<file path="config.mk">
export PLATFORM = sky130hd
export DESIGN_NAME = mul_operand_sequencer
export DESIGN_NICKNAME = d
export VERILOG_FILES = /design/src/rtl/mul_seq_pkg.sv /design/src/rtl/mul_seq_fifo.sv /design/src/rtl/mul_operand_sequencer.sv
export SDC_FILE = /design/constraint.sdc
export NUM_CORES = 1
export LEC_CHECK = 0
export BUFFER_PORTS_ARGS = -buffer_cell sky130_fd_sc_hd__buf_2
export CORE_ASPECT_RATIO = 1.4
export CORE_MARGIN = 2
export CORE_UTILIZATION = 25
export CTS_CLUSTER_SIZE = 28
export DETAILED_ROUTE_END_ITERATION = 10
export PLACE_DENSITY_LB_ADDON = 0.15
export SLEW_MARGIN = 20
export SYNTH_ARGS = -nofsm -noshare
export SYNTH_HDL_FRONTEND = slang
export SYNTH_SLANG_ARGS = --single-unit
</file>
<file path="constraint.sdc">
create_clock -name clock -period 25.9 [get_ports clock]
set_input_delay 5.18 -clock clock [delete_from_list [all_inputs] [get_ports clock]]
set_output_delay 5.18 -clock clock [all_outputs]
set_load 0.02 [all_outputs]
</file>
<file path="src/rtl/mul_seq_pkg.sv">
// Shared types and widths for the multiplier operand sequencer.
package mul_seq_pkg;

  localparam int OP1_W   = 32;
  localparam int OP2_W   = 64;
  localparam int RES_W   = 64;
  localparam int ENTRY_W = 1 + OP1_W + OP2_W;

  typedef enum logic [1:0] {
    ST_IDLE = 2'd0,
    ST_LOAD = 2'd1,
    ST_RUN  = 2'd2,
    ST_DONE = 2'd3
  } seq_state_e;

  typedef struct packed {
    logic             muordi;
    logic [OP1_W-1:0] opera1;
    logic [OP2_W-1:0] opera2;
  } seq_entry_t;

  function automatic seq_entry_t pack_entry(input logic md, input logic [OP1_W-1:0] a,
                                            input logic [OP2_W-1:0] b);
    seq_entry_t e;
    e.muordi = md;
    e.opera1 = a;
    e.opera2 = b;
    return e;
  endfunction

endpackage

</file>
<file path="src/rtl/mul_seq_fifo.sv">
// Request FIFO: single clock, async reset, count-based full/empty flags.
module mul_seq_fifo #(
  parameter int DEPTH   = 4,
  parameter int ENTRY_W = 97
) (
  input  logic               clock,
  input  logic               reset,
  input  logic               push,
  input  logic               pop,
  input  logic [ENTRY_W-1:0] wdata,
  output logic [ENTRY_W-1:0] rdata,
  output logic               full,
  output logic               empty
);

  localparam int AW    = $clog2(DEPTH);
  localparam int CNT_W = AW + 1;

  logic [ENTRY_W-1:0] mem_r [DEPTH];
  logic [AW-1:0]      wr_ptr_r;
  logic [AW-1:0]      rd_ptr_r;
  logic [CNT_W-1:0]   count_r;
  logic               do_push_s;
  logic               do_pop_s;

  // A full FIFO refuses the push even when a pop happens in the same cycle.
  assign full      = (count_r == CNT_W'(DEPTH));
  assign empty     = (count_r == CNT_W'(0));
  assign do_push_s = push & ~full;
  assign do_pop_s  = pop & ~empty;
  assign rdata     = mem_r[rd_ptr_r];

  // Storage array write port.
  always_ff @(posedge clock or posedge reset) begin
    if (reset) begin
      for (int i = 0; i < DEPTH; i++) begin
        mem_r[i] <= {ENTRY_W{1'b0}};
      end
    end else if (do_push_s) begin
      mem_r[wr_ptr_r] <= wdata;
    end else begin
      mem_r[wr_ptr_r] <= mem_r[wr_ptr_r];
    end
  end

  // Pointer and occupancy bookkeeping.
  always_ff @(posedge clock or posedge reset) begin
    if (reset) begin
      wr_ptr_r <= AW'(0);
      rd_ptr_r <= AW'(0);
      count_r  <= CNT_W'(0);
    end else begin
      if (do_push_s) begin
        wr_ptr_r <= wr_ptr_r + AW'(1);
      end else begin
        wr_ptr_r <= wr_ptr_r;
      end
      if (do_pop_s) begin
        rd_ptr_r <= rd_ptr_r + AW'(1);
      end else begin
        rd_ptr_r <= rd_ptr_r;
      end
      if (do_push_s && !do_pop_s) begin
        count_r <= count_r + CNT_W'(1);
      end else if (do_pop_s && !do_push_s) begin
        count_r <= count_r - CNT_W'(1);
      end else begin
        count_r <= count_r;
      end
    end
  end

endmodule

</file>
<file path="src/rtl/mul_operand_sequencer.sv">
// Issue stage for the sequential multiplier: queues requests, pulses start,
// waits for a rising valid edge and returns the captured result.
module mul_operand_sequencer
  import mul_seq_pkg::*;
#(
  parameter int DEPTH        = 4,
  parameter int START_CYCLES = 2,
  parameter int TIMEOUT      = 128
) (
  input  logic             clock,
  input  logic             reset,
  input  logic             in_valid,
  output logic             in_ready,
  input  logic [OP1_W-1:0] in_opera1,
  input  logic [OP2_W-1:0] in_opera2,
  input  logic             in_muordi,
  output logic [OP1_W-1:0] opera1,
  output logic [OP2_W-1:0] opera2,
  output logic             muordi,
  output logic             start,
  input  logic             valid,
  input  logic [RES_W-1:0] result,
  output logic             out_valid,
  output logic [RES_W-1:0] out_result,
  output logic             busy,
  output logic             timeout_err
);

  localparam int SC_W = (START_CYCLES > 1) ? $clog2(START_CYCLES) : 1;
  localparam int TO_W = (TIMEOUT > 1) ? $clog2(TIMEOUT) : 1;

  seq_state_e         state_r;
  logic [SC_W-1:0]    start_cnt_r;
  logic [TO_W-1:0]    tmo_cnt_r;
  logic               valid_q_r;
  logic               timed_out_r;
  logic               done_s;
  logic               pop_s;
  logic               fifo_full_s;
  logic               fifo_empty_s;
  logic [ENTRY_W-1:0] head_raw_s;
  seq_entry_t         head_s;

  mul_seq_fifo #(
    .DEPTH   (DEPTH),
    .ENTRY_W (ENTRY_W)
  ) u_fifo (
    .clock (clock),
    .reset (reset),
    .push  (in_valid),
    .pop   (pop_s),
    .wdata (pack_entry(in_muordi, in_opera1, in_opera2)),
    .rdata (head_raw_s),
    .full  (fifo_full_s),
    .empty (fifo_empty_s)
  );

  assign head_s   = seq_entry_t'(head_raw_s);
  assign in_ready = ~fifo_full_s;
  assign done_s   = valid & ~valid_q_r;
  assign pop_s    = (state_r == ST_DONE);
  assign busy     = (state_r != ST_IDLE) | ~fifo_empty_s;

  // Sequencer FSM with its counters, valid edge detect and output registers.
  always_ff @(posedge clock or posedge reset) begin
    if (reset) begin
      state_r     <= ST_IDLE;
      start_cnt_r <= SC_W'(0);
      tmo_cnt_r   <= TO_W'(0);
      valid_q_r   <= 1'b0;
      timed_out_r <= 1'b0;
      opera1      <= {OP1_W{1'b0}};
      opera2      <= {OP2_W{1'b0}};
      muordi      <= 1'b0;
      start       <= 1'b0;
      out_valid   <= 1'b0;
      out_result  <= {RES_W{1'b0}};
      timeout_err <= 1'b0;
    end else begin
      valid_q_r <= valid;
      out_valid <= 1'b0;
      case (state_r)
        ST_IDLE: begin
          if (!fifo_empty_s) begin
            opera1      <= head_s.opera1;
            opera2      <= head_s.opera2;
            muordi      <= head_s.muordi;
            start       <= 1'b1;
            start_cnt_r <= SC_W'(START_CYCLES - 1);
            state_r     <= ST_LOAD;
          end else begin
            state_r <= ST_IDLE;
          end
        end
        ST_LOAD: begin
          if (start_cnt_r == SC_W'(0)) begin
            start     <= 1'b0;
            tmo_cnt_r <= TO_W'(TIMEOUT - 1);
            state_r   <= ST_RUN;
          end else begin
            start_cnt_r <= start_cnt_r - SC_W'(1);
          end
        end
        ST_RUN: begin
          // A genuine completion beats an expiring timeout in the same cycle.
          if (done_s) begin
            out_result  <= result;
            timed_out_r <= 1'b0;
            state_r     <= ST_DONE;
          end else if (tmo_cnt_r == TO_W'(0)) begin
            timeout_err <= 1'b1;
            timed_out_r <= 1'b1;
            state_r     <= ST_DONE;
          end else begin
            tmo_cnt_r <= tmo_cnt_r - TO_W'(1);
          end
        end
        ST_DONE: begin
          out_valid <= ~timed_out_r;
          state_r   <= ST_IDLE;
        end
        default: begin
          start   <= 1'b0;
          state_r <= ST_IDLE;
        end
      endcase
    end
  end

endmodule

</file>
# == Word-level counts from Yosys, hierarchy flattened ==
# Cells that the tools add are included.
# classes
n_addsub,6
multipliers,0
div,0
n_lt_le_gt_ge,3
eq_ne,9
shifts,0
muxes,30
bitwise_logic,11
reduce_logical,21
# op_table
operator,n
388-bit bitwise mux,2
97-bit two-way mux,5
97-bit binary-select mux with 2-bit select,2
388-bit two-way mux,1
97-bit demux with 2-bit select,1
7-bit two-way mux,3
7-bit one-hot mux with 2 select lines,1
2-bit AND reduction,5
2-bit nonzero test,5
"2-bit inequality test, second input constant",4
2-bit one-hot mux with 4 select lines,1
7-bit zero test,1
1-bit two-way mux,7
"7-bit by 1-bit subtractor with 7-bit output, second input constant",1
"3-bit greater-or-equal comparator, second input constant",2
2-bit two-way mux,3
3-bit two-way mux,2
2-bit NOT with 3-bit output,2
3-bit AND reduction,2
1-bit NOT,5
"2-bit by 1-bit adder with 2-bit output, second input constant",2
"2-bit == test, second input constant",2
1-bit one-hot mux with 2 select lines,2
4-bit AND reduction,1
13 further kinds,18
# totals
regBits,571
latch_bits,0
ramBits,0
rom_bits,0
inputBits,165
output_inout_bits,166
wordCells,99
mem_count,0

# == Depth between registers and ports, before layout ==
# Gate-level depths: netlist (run 1).
# depth
depth_word,7
ltp_mapped,11
mapped_depth_nobuf,8

# == Hierarchy ==
# A second synthesis (run 1) with hierarchy kept.
# hier_totals
hier_cells,2328
hier_area_um2,27302.4
# modules_own_cells
mod,n_inst,cells_each,area_each_um2,seq_area_each_um2
mul_seq_fifo,1,1760,20457.1,9884.5
mul_operand_sequencer,1,568,6845.3,4404.2

# == Worst setup path before layout (run 1) ==
# Ideal clock, no wire load.
# synth_timing
path_type,input -> register
startpoint,in in_valid
endpoint,reg u_fifo.count_r[2]
setup_time_ns,0.079
arrival_time_ns,6.759
required_ns,25.821
path_slack_ns,19.062
cell_stages,10
path_buffers,3
cell_sequence,and2_1 clkbuf_2 buf_12 buf_8 ha_1 inv_1 fa_1 xor2_1 nor2_1 xor2_1
# synth_via
elab_chain_cells,4
word_cells_on_any_way,6
cone_classes,mux (1); bitwise (1); reduce/logical (4)
# synth_lines
element,line_no,source
"start, declared",mul_operand_sequencer.sv:12,"input logic in_valid,"
1-bit AND *,mul_seq_fifo.sv:29,assign do_push_s = push & ~full;
1-bit zero test,mul_seq_fifo.sv:65,end else if (do_pop_s && !do_push_s) begin
1-bit logical AND,mul_seq_fifo.sv:65,
2-bit nonzero test (no line),-,
"end signal, assigned",mul_seq_fifo.sv:64,count_r <= count_r + CNT_W'(1);
"end signal, assigned",mul_seq_fifo.sv:66,count_r <= count_r - CNT_W'(1);
"end signal, assigned",mul_seq_fifo.sv:68,count_r <= count_r;
"end, declared",mul_seq_fifo.sv:22,logic [CNT_W-1:0] count_r;
# Mark *: on every way between the ends. The rest lies on a longest branch, timed or not.
# A chain may end at the register's enable or synchronous reset.

==> impl_metrics.toml, run 1 <==
[status]
status = "complete, no violations"

[logic_synthesis]
yosysSeqAreaShare_pct = 52.1
ys_async_sr_fraction_pct = 100
yosysMostFrequentCell = "dfrtp_1"
synth.area.top_cells = "dfrtp_1 (52%), mux4_2 (16%), a21oi_1 (7.1%), mux2i_4 (7.1%), nor2_1 (5.4%)"
ys.warnings.count = 0
synth_top_area_share_pct = 52.1
synthCells = 2193
ys_ff_latch = 571
synth_top_area_cell = "dfrtp_1"
synth_edf_count = 0
synth_nets = 2370
synthTopCellsByCount = "dfrtp_1 (571), nor2_1 (394), a21oi_1 (391)"
synth_area_um2 = 27400
syn_avg_cell_area_um2 = 12.5
synth-main-ff-cell = "dfrtp_1"
ys_types = 46

[timing]
slew_headroom_pct = 32.7
hold_viol = 0
period_share_pct = 30.1
worstMarginPinSlew_ps = 1010
tns_ps = 0
grt_setup_unrepaired = "false"
finalCriticalPeriod_ps = 7790
maxSlewViolCount = 0
max_freq_mhz = 128
setup_viol = 0
fin_hold_ws_ps = 432
skew_ps = 33.7

[clock_tree]
cts_tree = "yes"
cts_made_buffers = 67
cts_sinks = 571
cts_resized = 0
clockBufferDepth = 3
postCtsSetupRepairBufs = 0
path_clk_slew_ps = 60
clock_latency_ps = 650
holdBufCountCts = 0
htreeDepth = 3
root_buffer = "clkbuf_16"

[power]
fin_total_pwr_mw = 4.77
power.density_nw_per_um2 = 146
p_leak_nw = 12.9
ir_drop_v = 0.0000500

[global_routing]
grt_max_degree = 127
grt_pass1_wl_um = 125000
antenna_found_initial = 12
gr-total-overflow = 0
grt_pass1_vias = 19800
grt_use_total_pct = 14.6

[critical_path]
path_class = "in2async"
rrSetupSlack_ps = 22090
r2r_end = "u_fifo.mem_r[222]"
required_ps = 26550
crit_arrival_ps = 8440
r2r-start = "u_fifo.wr_ptr_r[0]"
crit_fanout = 126
startpoint_type = "primary input"
endpoint_kind = "asynchronous set/reset pin"
reg2reg_depth = 6

[route]
first_pass_iters = 6
post_drt_wl_per_cell_um = 20.5
vias = 18400
via_per_inst = 4.64
remaining_drc_errors = 0
drtIter0Drc = 926
wl_um = 81000
ant_nets = 0

[cells_and_area]
syn2layout_area_growth_pct = 18.9
drive_above_1_share_pct = 34.4
fin_nets = 2633
fin_area_um2 = 32600

[die]
io_pins = 331
die_area_um2 = 112000
die_y_um = 396
fp.coreArea_um2 = 109000
initial_utilization_pct = 25.3
placementRows = 143
fp.dieW_um = 284

[placement]
numPortBuffers = 330
place.gp.congestion = 0.767
post-dp-hpwl_um = 48700
place_area_um2 = 30400

[min_path]
min_to = "out_valid"
hp-class = "reg2reg"
min_path_cells = 1
min-delay-start = "timed_out_r"

[run]
maxCapViolCount = 0
-- layout by cell type (no fill, tap or decap), drive strengths merged, types with 2 or more instances in the layout --
cell type  netlist  layout
dfrtp          571     571
nor2           395     395
a21oi          391     391
buf             63     364
nand2          200     200
mux4           194     194
mux2            99      99
mux2i           99      99
clkbuf         107      96
inv             14      17
clkinv           0      13
ha              11      11
o21ai            9       9
nor3             6       6
xnor2            4       4
diode            0       3
nand3            3       3
bufinv           0       3
nand3b           2       2
nand2b           2       2
xor2             2       2
o211ai           2       2
a311oi           2       2
clkinvlp         0       2
-- layer usage --
layer / global-route usage [%] / part of all wire, %
met4: 4.99 / 2.6
met2: 24.6 / 49
met5: 0 / 0.10
met3: 3.77 / 6.2
met1: 18.1 / 42
-- sequential cells by signal (all words and copies together) (netlist names) --
register         cells
opera1              32
u_fifo.rd_ptr_r      2
muordi               1
u_fifo.mem_r       388
start                1
timeout_err          1
u_fifo.count_r       3
tmo_cnt_r            7
valid_q_r            1
timed_out_r          1
u_fifo.wr_ptr_r      2
out_valid            1
opera2              64
out_result          64
start_cnt_r          1
state_r              2
-- where the power goes --
| group | internal [mW] | switching [mW] |
|---|---|---|
| logic | 0.984 | 1.21 |
| registers | 1.30 | 0.313 |
| clock network | 0.563 | 0.405 |
-- critical path, cell delays in order --
cell and delay [ps]:
buf_2 130, inv_8 530, buf_4 750, buf_4 800
buf_4 790
-- per-stage QoR --
stage               setup WS, ps  std cells  util (%)
finish                     18110       3957      30.0
global route               17570       3955      30.0
CTS                        17670       3954      30.0
detailed placement         16970       3837      28.0
global placement           17080       3837      28.0
floorplan                   4750       2193         -
-- worst max-delay path by stage --
| stage | start | endpoint | slack, ps | depth (start not counted) |
|---|---|---|---|---|
| global placement | reset | opera2[15] | 17080 | 5 |
| detailed placement | reset | u_fifo.mem_r[112] | 16970 | 5 |
| floorplan | reset | muordi | 4750 | 1 |
| global route | reset | opera2[10] | 17570 | 5 |
| finish | reset | opera2[10] | 18110 | 5 |
| CTS | reset | u_fifo.mem_r[295] | 17670 | 5 |
-- layout make-up --
type	count	area (µm²)
tap	1450	1810
clock buffer	96	1980
timing repair buffer	364	1910
fill	11100	76000
antenna	3	7.51
multi-input combinational	1438	12300
sequential	571	14300
inverter	14	60.1
clock inverter	21	234
-- logic make-up (layout without fill, tap and decap cells) --
| group | count (synthesis) | in the layout | synth area share [%] |
|---|---|---|---|
| xor+xnor | 6 | 6 | 0.192 |
| other cells | 0 | 3 | 0 |
| fa+ha+maj | 12 | 12 | 0.575 |
| compound gates | 413 | 413 | 7.71 |
| flops | 571 | 571 | 52.1 |
| mux | 392 | 392 | 27.5 |
| buf+inv | 184 | 495 | 3.29 |
| simple gates | 615 | 615 | 8.60 |
(Power assumes the default switching activity.)
==> run 2: changes to the inputs <==
clock period = 7.4 ns   (was 25.9 ns; I/O delays follow)
==> run 2 against run 1 <==
  * Worst hold slack hardly changed
  * First-iteration DRC count increased by 28%
  * Die area unchanged
  * Via count grew 0.39%
  * Core utilization rose by 0.18 points
  * Global-route usage shrank 0.21 points
  * Combinational power rose to 3.5 times the previous value
  * Largest power group unchanged
==> impl_metrics.toml, run 2 (synthesis gave the netlist of run 1 again) <==
[timing]
max_freq_mhz = 275
tns_ps = 0
worstMarginPinSlew_ps = 1070
finalCriticalPeriod_ps = 3630
setup_slack_ps = 3770
fin_hold_ws_ps = 431
maxSlewViolCount = 0
hold_viol = 0
grt_setup_unrepaired = "false"
setup_viol = 0
slew_headroom_pct = 28.6
skew_ps = 22.9
period_share_pct = 49.1

[cells_and_area]
final_common_cell = "dfrtp_1"
final_cells = 3957
regArea_um2 = 14300
multi_input_area_um2 = 12300
reg_top3 = "u_fifo.mem_r: 388 flops, opera2: 64 flops, out_result: 64 flops"
largest_reg_flops = 388
drive_above_1_share_pct = 34.5
fin_area_um2 = 32800
fillCellCount = 11000
fin_nets = 2629
regMostFlops = "u_fifo.mem_r"
final_cell_mix = "dfrtp_1 (567), nor2_1 (394), a21oi_1 (391)"
fin_util_pct = 30.2
syn2layout_area_growth_pct = 19.6

[route]
top_layer = "met5"
drtIter0Drc = 1187
first_pass_iters = 6
remaining_drc_errors = 0
met3_wirelength_um = 5440
met2_length_um = 38900
post_drt_wl_per_cell_um = 20.2
vias = 18400
ant_nets = 0
drt-met1-wl_um = 32800
wl_um = 80000
via_per_inst = 4.66

[clock_tree]
postCtsSetupRepairBufs = 0
clock_latency_ps = 650
cts_resized = 0
root_buffer = "clkbuf_16"
holdBufCountCts = 0
path_clk_slew_ps = 60
cts_tree = "yes"
clockBufferDepth = 3
cts_sinks = 571
htreeDepth = 3
cts_made_buffers = 69

[critical_path]
cp_common_cell = "buf_4"
endpoint_kind = "flip-flop"
path_buf_inv = 2
cp_top_family = "buffers and inverters"
startpoint_type = "flip-flop"
worstPathCellList = "buf_4 -> buf_4 -> mux4_2 -> mux2i_4 -> a21oi_1"
crit_fanout = 35
required_ps = 7870
max_stage_delay_ps = 980
path_class = "reg2reg"
crit_slowest_cell = "dfrtp_4"
crit_arrival_ps = 4100

[global_routing]
grt_use_total_pct = 14.4
grt_max_degree = 161
gr-total-overflow = 0
grt_pass1_wl_um = 124000
antenna_found_initial = 15
grt_pass1_vias = 19700

[placement]
numPortBuffers = 330
post-dp-hpwl_um = 47500
place.gp.congestion = 0.762
dp_cells = 3831
place_area_um2 = 30400
dpl_worst_slack_ps = 3380

[die]
io_pins = 331
initial_utilization_pct = 25.3
fp.coreArea_um2 = 109000
die_y_um = 396
placementRows = 143
fp.dieW_um = 284
die_area_um2 = 112000

[power]
power.density_nw_per_um2 = 514
p_leak_nw = 13.0
fin_total_pwr_mw = 16.9
ir_drop_v = 0.000248

[status]
status = "complete, no violations"

[min_path]
hp-class = "reg2reg"

[run]
maxCapViolCount = 0
-- run 2: path summary, 6_finish.rpt --
kind	slack (ps)	to	from	cells after the start
worst max register to register	3770	u_fifo.mem_r[8]	u_fifo.wr_ptr_r[0]	5
max in group asynchronous	4700	u_fifo.mem_r[234]	reset	4
worst min-delay path	430	out_valid	timed_out_r	1
worst max-delay path	3770	u_fifo.mem_r[8]	u_fifo.wr_ptr_r[0]	5
min in group asynchronous	1000	u_fifo.mem_r[303]	reset	2
worst min register to register	430	out_valid	timed_out_r	1
-- run 2: report_power, final --
| group | leakage (nW) | total [mW] | switching, mW | internal [mW] |
|---|---|---|---|---|
| clock | 1.18 | 3.57 | 1.43 | 2.14 |
| combinational | 5.70 | 7.58 | 4.12 | 3.45 |
| sequential | 6.12 | 5.71 | 1.18 | 4.53 |
-- run 2: final cells by class --
| class | instances | area share [%] |
|---|---|---|
| Antenna cell | 1 | 0.00763 |
| Clock buffer | 104 | 6.54 |
| Clock inverter | 21 | 0.736 |
| Multi-Input combinational cell | 1438 | 37.5 |
| Inverter | 14 | 0.172 |
| Sequential cell | 571 | 43.6 |
| Tap cell | 1450 | 5.53 |
| Timing Repair Buffer | 358 | 5.91 |
-- run 2: per-layer routing --
metal,vias up,track usage [%]
li1,8336,-
met1,9351,17.7
met2,574,23.8
met3,144,4.02
met4,28,5.66
met5,-,0
